==> src/rtl/song_pkg.sv <==
// Shared definitions for the song sequencer: FSM state encoding, default
// field widths and the layout of one {note, duration} song ROM entry.
package song_pkg;

    localparam int DEFAULT_NOTE_W = 6;
    localparam int DEFAULT_DUR_W  = 6;
    localparam int DEFAULT_SONG_W = 2;
    localparam int DEFAULT_IDX_W  = 5;

    // ROM entry layout: note in the upper field, duration in the lower field
    localparam int ENTRY_DUR_LSB  = 0;
    localparam int ENTRY_DUR_MSB  = DEFAULT_DUR_W - 1;
    localparam int ENTRY_NOTE_LSB = DEFAULT_DUR_W;
    localparam int ENTRY_NOTE_MSB = DEFAULT_DUR_W + DEFAULT_NOTE_W - 1;

    typedef enum logic [2:0] {
        IDLE,
        FETCH,
        WAIT_DATA,
        LOAD,
        WAIT_DONE,
        END
    } state_t;

endpackage

==> src/rtl/song_sequencer.sv <==
// Steps note_player through {note, duration} entries of an external synchronous song ROM.
// Define SONG_SEQUENCER_LOOP_EN to restart a finished song at index 0 instead of idling.
module song_sequencer
    import song_pkg::*;
#(
    parameter int NOTE_W = DEFAULT_NOTE_W,
    parameter int DUR_W  = DEFAULT_DUR_W,
    parameter int SONG_W = DEFAULT_SONG_W,
    parameter int IDX_W  = DEFAULT_IDX_W
) (
    input  logic                    clk,
    input  logic                    reset_n,
    input  logic                    play,
    input  logic [SONG_W-1:0]       song,
    output logic                    song_done,
    output logic [SONG_W+IDX_W-1:0] rom_addr,
    input  logic [NOTE_W+DUR_W-1:0] rom_data,
    output logic [NOTE_W-1:0]       note_to_load,
    output logic [DUR_W-1:0]        duration_to_load,
    output logic                    load_new_note,
    input  logic                    done_with_note,
    output logic                    play_enable
);

    localparam logic [IDX_W-1:0] IDX_LAST = '1;

    state_t              state;
    logic [SONG_W-1:0]   song_q;
    logic [IDX_W-1:0]    idx_q;
    logic                marker_q;
    logic                song_changed;
    logic [NOTE_W-1:0]   rom_note;
    logic [DUR_W-1:0]    rom_dur;

    assign rom_dur      = rom_data[ENTRY_DUR_LSB +: DUR_W];
    assign rom_note     = rom_data[ENTRY_DUR_LSB + DUR_W +: NOTE_W];
    assign song_changed = (song != song_q);
    assign rom_addr     = {song_q, idx_q};

    // Gating is combinational on play so note_player freezes in the same cycle play drops
    assign play_enable  = play && (state inside {FETCH, WAIT_DATA, LOAD, WAIT_DONE});

    always_ff @(posedge clk or negedge reset_n) begin
        if (!reset_n) begin
            state            <= IDLE;
            song_q           <= '0;
            idx_q            <= '0;
            marker_q         <= 1'b0;
            note_to_load     <= '0;
            duration_to_load <= '0;
            load_new_note    <= 1'b0;
            song_done        <= 1'b0;
        end else begin
            load_new_note <= 1'b0;
            song_done     <= 1'b0;
            case (state)
                IDLE: begin
                    if (play) begin
                        song_q <= song;
                        idx_q  <= '0;
                        state  <= FETCH;
                    end
                end
                FETCH: begin
                    state <= song_changed ? IDLE : WAIT_DATA;
                end
                WAIT_DATA: begin
                    if (song_changed) begin
                        state <= IDLE;
                    end else begin
                        // A zero duration is the end-of-song marker: keep the last note on the outputs
                        marker_q <= (rom_dur == '0);
                        if (rom_dur != '0) begin
                            note_to_load     <= rom_note;
                            duration_to_load <= rom_dur;
                            load_new_note    <= 1'b1;
                        end
                        state <= LOAD;
                    end
                end
                LOAD: begin
                    if (song_changed) begin
                        state <= IDLE;
                    end else if (marker_q) begin
                        song_done <= 1'b1;
                        state     <= END;
                    end else begin
                        state <= WAIT_DONE;
                    end
                end
                WAIT_DONE: begin
                    if (song_changed) begin
                        state <= IDLE;
                    end else if (done_with_note) begin
                        if (idx_q == IDX_LAST) begin
                            song_done <= 1'b1;
                            state     <= END;
                        end else begin
                            idx_q <= idx_q + IDX_W'(1);
                            state <= FETCH;
                        end
                    end
                end
                END: begin
`ifdef SONG_SEQUENCER_LOOP_EN
                    idx_q <= '0;
                    state <= FETCH;
`else
                    state <= IDLE;
`endif
                end
                default: state <= IDLE;
            endcase
        end
    end

endmodule
==> config.mk <==
export PLATFORM = sky130hd
export DESIGN_NAME = song_sequencer
export DESIGN_NICKNAME = d
export VERILOG_FILES = /design/src/rtl/song_pkg.sv /design/src/rtl/song_sequencer.sv
export SDC_FILE = /design/constraint.sdc
export NUM_CORES = 1
export LEC_CHECK = 0
export BUFFER_PORTS_ARGS = -buffer_cell sky130_fd_sc_hd__buf_2
export CORE_UTILIZATION = 40
export DETAILED_ROUTE_END_ITERATION = 8
export GPL_ROUTABILITY_DRIVEN = 0
export MAX_ROUTING_LAYER = met4
export PLACE_DENSITY_LB_ADDON = 0.2
export SLEW_MARGIN = 20
export SYNTH_ARGS = -nofsm -noshare
export SYNTH_HDL_FRONTEND = slang
export SYNTH_SLANG_ARGS = --single-unit
==> constraint.sdc <==
create_clock -name clk -period 2.08 [get_ports clk]
set_clock_uncertainty 0.2 [all_clocks]
set_input_delay 0.208 -clock clk [delete_from_list [all_inputs] [get_ports clk]]
set_output_delay 0.208 -clock clk [all_outputs]
set_load 0.01 [all_outputs]
Word-level counts from Yosys, hierarchy flattened
Index checks and enable logic that the tools add are counted.

Flip-flop bits (word level): 25. Bits of input ports: 18. Output and inout port bits: 22. Word-level logic and storage cells: 55.

Add/subtract/negate cells: 1. Eq/ne operators: 11. Muxes and demuxes: 23. Bitwise logic cells: 1. Reductions and logical operators: 11.

Operator list (count): $mux W5 (4); $mux W3 (5); $pmux W3 S5 (1); $pmux W5 S2 (1); $mux W1 (9); $ne A2 B2 Y1 const B (4); $eq A3 B2 Y1 const B (2); $logic_not A6 Y1 (1); $reduce_and A2 Y1 (3); $reduce_bool A6 Y1 (1); $add A5 B1 Y5 const B (1); $eq A5 B5 Y1 const B (1); $reduce_and A5 Y1 (1); $mux W2 (2); $reduce_bool A4 Y1 (1); $eq A3 B1 Y1 const B (1); $eq A3 B3 Y1 const B (1); $logic_not A3 Y1 (1); $ne A3 B3 Y1 const B (1); $reduce_and A3 Y1 (1); $ne A2 B2 Y1 (1); $pmux W1 S2 (1); $reduce_bool A2 Y1 (1); $logic_and A1 B1 Y1 (1); $not A1 Y1 (1).

Depth between registers and ports, before layout
Word-level depth: 5. Mapped depth: 7. Depth with buffers taken out: 7.

Worst setup path after synthesis
No wires, ideal clock.

Path kind: flip-flop to flip-flop. Start point: register song_q[1]. End point: register duration_to_load[0]. Setup time: 0.125 ns. Arrival time: 2.022 ns. Required time: 1.755 ns. Path slack: -0.267 ns. Stages on the path, launching flop included: 8. Buffers on the path: 3. Cells stage by stage: dfrtp_1 -> xor2_1 -> or2_0 -> clkbuf_2 -> or4_1 -> buf_2 -> buf_6 -> mux2_4.

Word-level cells in the longest chain between the ends: 3.

Ends and longest elaborated chain: start, declared (line song_sequencer.sv:28) `logic [SONG_W-1:0] song_q;`; start signal, assigned (line song_sequencer.sv:59) `song_q <= song;`; $ne A2 B2 Y1 (line song_sequencer.sv:37) `assign song_changed = (song != song_q);`; $not A1 Y1 (no line); $reduce_and A3 Y1 (no line); end signal, assigned (line song_sequencer.sv:75) `duration_to_load <= rom_dur;`; end, declared (line song_sequencer.sv:19) `output logic [DUR_W-1:0] duration_to_load,`.

Every way passes these cells. A chain may end at the register's enable or synchronous reset.

Final worst setup path
Start point: register idx_q[0]. End point: register idx_q[2].

Word-level cells in the longest chain between the ends: 5.

Ends and longest elaborated chain: start, declared (line song_sequencer.sv:29) `logic [IDX_W-1:0] idx_q;`; start signal, assigned (line song_sequencer.sv:99) `idx_q <= idx_q + IDX_W'(1);`; $add A5 B1 Y5 (line song_sequencer.sv:99); $mux W5 (line song_sequencer.sv:95) `if (idx_q == IDX_LAST) begin`; $mux W5 (line song_sequencer.sv:94) `end else if (done_with_note) begin`; $mux W5 (line song_sequencer.sv:92) `if (song_changed) begin`; $pmux W5 S2 (line song_sequencer.sv:56) `case (state)`.

Several ways; a longest one is shown, not always the timed one. The select of a mux whose other input is x is not followed.

==> flow_summary.ini <==
[clock_tree]
cts_root_buf = clkbuf_4
clkTransAtPathRegs_ps = 130
cts_tree = yes
clk_latency_ps = 310
h-tree-depth = 1
numCtsBuffers = 3
clock_path_buffers = 2
clock_sinks = 25

[power]
power.density_nw_per_um2 = 1070
p_total_w = 0.00190
ir_drop_uv = 670
p_leak_nw = 0.940

[die]
dieArea_um2 = 3230
ios = 40
start_util_pct = 42.8
die_w_um = 56.8
die_h_um = 56.8
rows = 19
coreArea_um2 = 2810

[global_routing]
use_met1_pct = 18.6
antenna_found_initial = 0
grt_pass1_vias = 1018
grt_usage_pct = 18.1
grt-ovfl-total = 0
grt_pass1_wl_mm = 4.36
grt_use_met2_pct = 34.4
grt_max_degree = 26
grt.busiest_layer = met2
met3_usage_pct = 5.07

[worst_hold_path]
min_path_type = in2reg

[setup_path]
start_kind = flip-flop
path_class = reg2reg
required_ps = 2090
cp_max_fo = 2
critPathCaptureType = flip-flop
arrival_ps = 2100

[yosys]
post_synth.cell_area_avg_um2 = 12.1
ys.warnings.count = 0
synth.distinct_cells = 32
yosysSeqAreaShare_pct = 52.1
syn_nets = 119
synth-seq-cells = 25
syn-cell-area_um2 = 1200
synthCells = 99

[timing]
fmax_mhz = 479
maxSlewViolCount = 0
hold_viol_final = 0
maxSlewHeadroom_pct = 63.5
fin_crit_sh_pct = 100
layout_setup_ws_ps = -8.71
grt_setup_unrepaired = yes
tightest_slew_ps = 547
setup_violations = 4
min_period_ps = 2090

[place]
port-buffer-count = 39
post_dp_cell_area_um2 = 1520
pre_cts_ws_ps = -124
dp_hpwl_mm = 1.80

[job]
max_cap_violations = 0

[layout]
layout_common_cells = 39 x buf_2, 25 x dfrtp_1, 17 x buf_4
fill_cells = 244
final_area_um2 = 1780
layout_commonest_cell = buf_2
areaGrowthSynthToFinish_pct = 48.4
diodes = 0
final_util_pct = 63.6
fin_nets = 190
drive_gt1_share_pct = 49.7

[drt]
num_vias = 994
detail_route.iter0.violations = 17
avgRoutedWirePerCell_um = 13.0
routed_wl_mm = 2.61
via_per_inst = 4.97
dr.pass1.iters = 6
drtAntennaViolNets = 0
drc_errors = 4

[run_status]
violations = design-rule violations, negative setup slack
outcome = finished, violations left
state kept, by name (all words and copies together), names as in the netlist:
name / flops
marker_q: 1
song_q: 2
note_to_load: 6
song_done: 1
state: 3
load_new_note: 1
duration_to_load: 6
idx_q: 5
worst paths after layout:
path | from | endpoint | slack (ps) | depth (start not counted)
max | idx_q[0]$_DFFE_PN0P_ | idx_q[2]$_DFFE_PN0P_ | -9 | 7
min | done_with_note | song_done$_DFF_PN0_ | 20 | 3
max reg2reg | idx_q[0]$_DFFE_PN0P_ | idx_q[2]$_DFFE_PN0P_ | -9 | 7
min reg2reg | note_to_load[0]$_DFFE_PN0P_ | note_to_load[0]$_DFFE_PN0P_ | 320 | 1
max in group asynchronous | reset_n | song_q[1]$_DFFE_PN0P_ | 1110 | 2
min in group asynchronous | reset_n | duration_to_load[1]$_DFFE_PN0P_ | 200 | 2
cell usage after synthesis:
cell      instances  share of area [%]
xor2_1            3                2.2
or2_0             1               0.52
a21oi_1           2               0.83
mux2_2            7                6.6
buf_2             1               0.42
nor2b_1           1               0.52
inv_1             4                1.2
o22ai_1           1               0.52
nand3_1           3                1.2
o21ai_0           1               0.42
xnor2_1           1               0.73
a22o_1            1               0.73
nor3_1            6                2.5
ha_1              2                2.1
nor4b_1           1               0.73
mux2_4            9                 11
mux2i_1           4                3.3
a211oi_1          1               0.63
o21a_1            2                1.2
or4_1             2                1.2
nand3b_1          1               0.63
nand2_1           6                1.9
nor2_1            3               0.94
and3_1            1               0.52
dfrtp_1          25                 52
clkbuf_1          3               0.94
buf_6             1               0.94
clkbuf_2          1               0.42
and2_1            1               0.52
nand2b_1          2                1.0
a22oi_1           1               0.63
or3_1             1               0.52
area by class of cell:
cell class	instances	area (um2)	area share, %
Clock inverter	1	5.00	0.281
Sequential cell	25	626	35.1
Inverter	4	15.0	0.842
Tap cell	31	38.8	2.18
Clock buffer	3	22.5	1.26
Multi-Input combinational cell	64	583	32.7
Timing Repair Buffer	72	493	27.6
layer usage:
metal	up-vias	part of all wire (%)	wire length (um)
met3	4	5.3	137
met1	478	39	1010
li1	481	-	-
met2	31	55	1420
met4	0	1.3	35
met5	-	0	0
where the power goes:
group | switching (W) | internal (W) | total, W | leakage, nW
logic | 0.000422 | 0.000543 | 0.000965 | 0.597
registers | 0.0000806 | 0.000649 | 0.000730 | 0.325
clock network | 0.000136 | 0.0000718 | 0.000208 | 0.0177
total | 0.000638 | 0.00126 | 0.00190 | 0.940
stage by stage:
step	cells	hold slack (ps)	TNS (ps)
final	200	19.9	-24.9
after detailed placement	178	26.9	-823
after CTS	198	5.77	-217
after global routing	200	17.8	-757
after floorplan	99	-288	-2300
after global placement	178	24.6	-287
timing repair:
action,in CTS,in global routing
resized for setup,8,6
pin swaps,2,2
setup endpoints to repair,17,14
endpoints found under the hold margin,39,0
buffers inserted,1,2
hold buffers,15,0
critical path, cell delays in order, from the launching register on:
cell and delay (ps):
dfrtp_1 410, ha_2 210, and3_4 160, ha_4 150, nand2b_4 140, nor4b_4 220, mux2_4 320, a22o_1 170
cells by family (layout without fill, tap and decap cells):
kind of cell / after synthesis / count (layout) / share of synthesized area [%]
mux: 20 / 20 / 21.1
fa+ha+maj: 2 / 2 / 2.08
xor+xnor: 4 / 4 / 2.92
flops: 25 / 25 / 52.1
buf+inv: 10 / 80 / 3.96
compound gates: 9 / 9 / 5.00
simple gates: 29 / 29 / 12.8
Note: power is estimated with default switching activity, not from simulation.
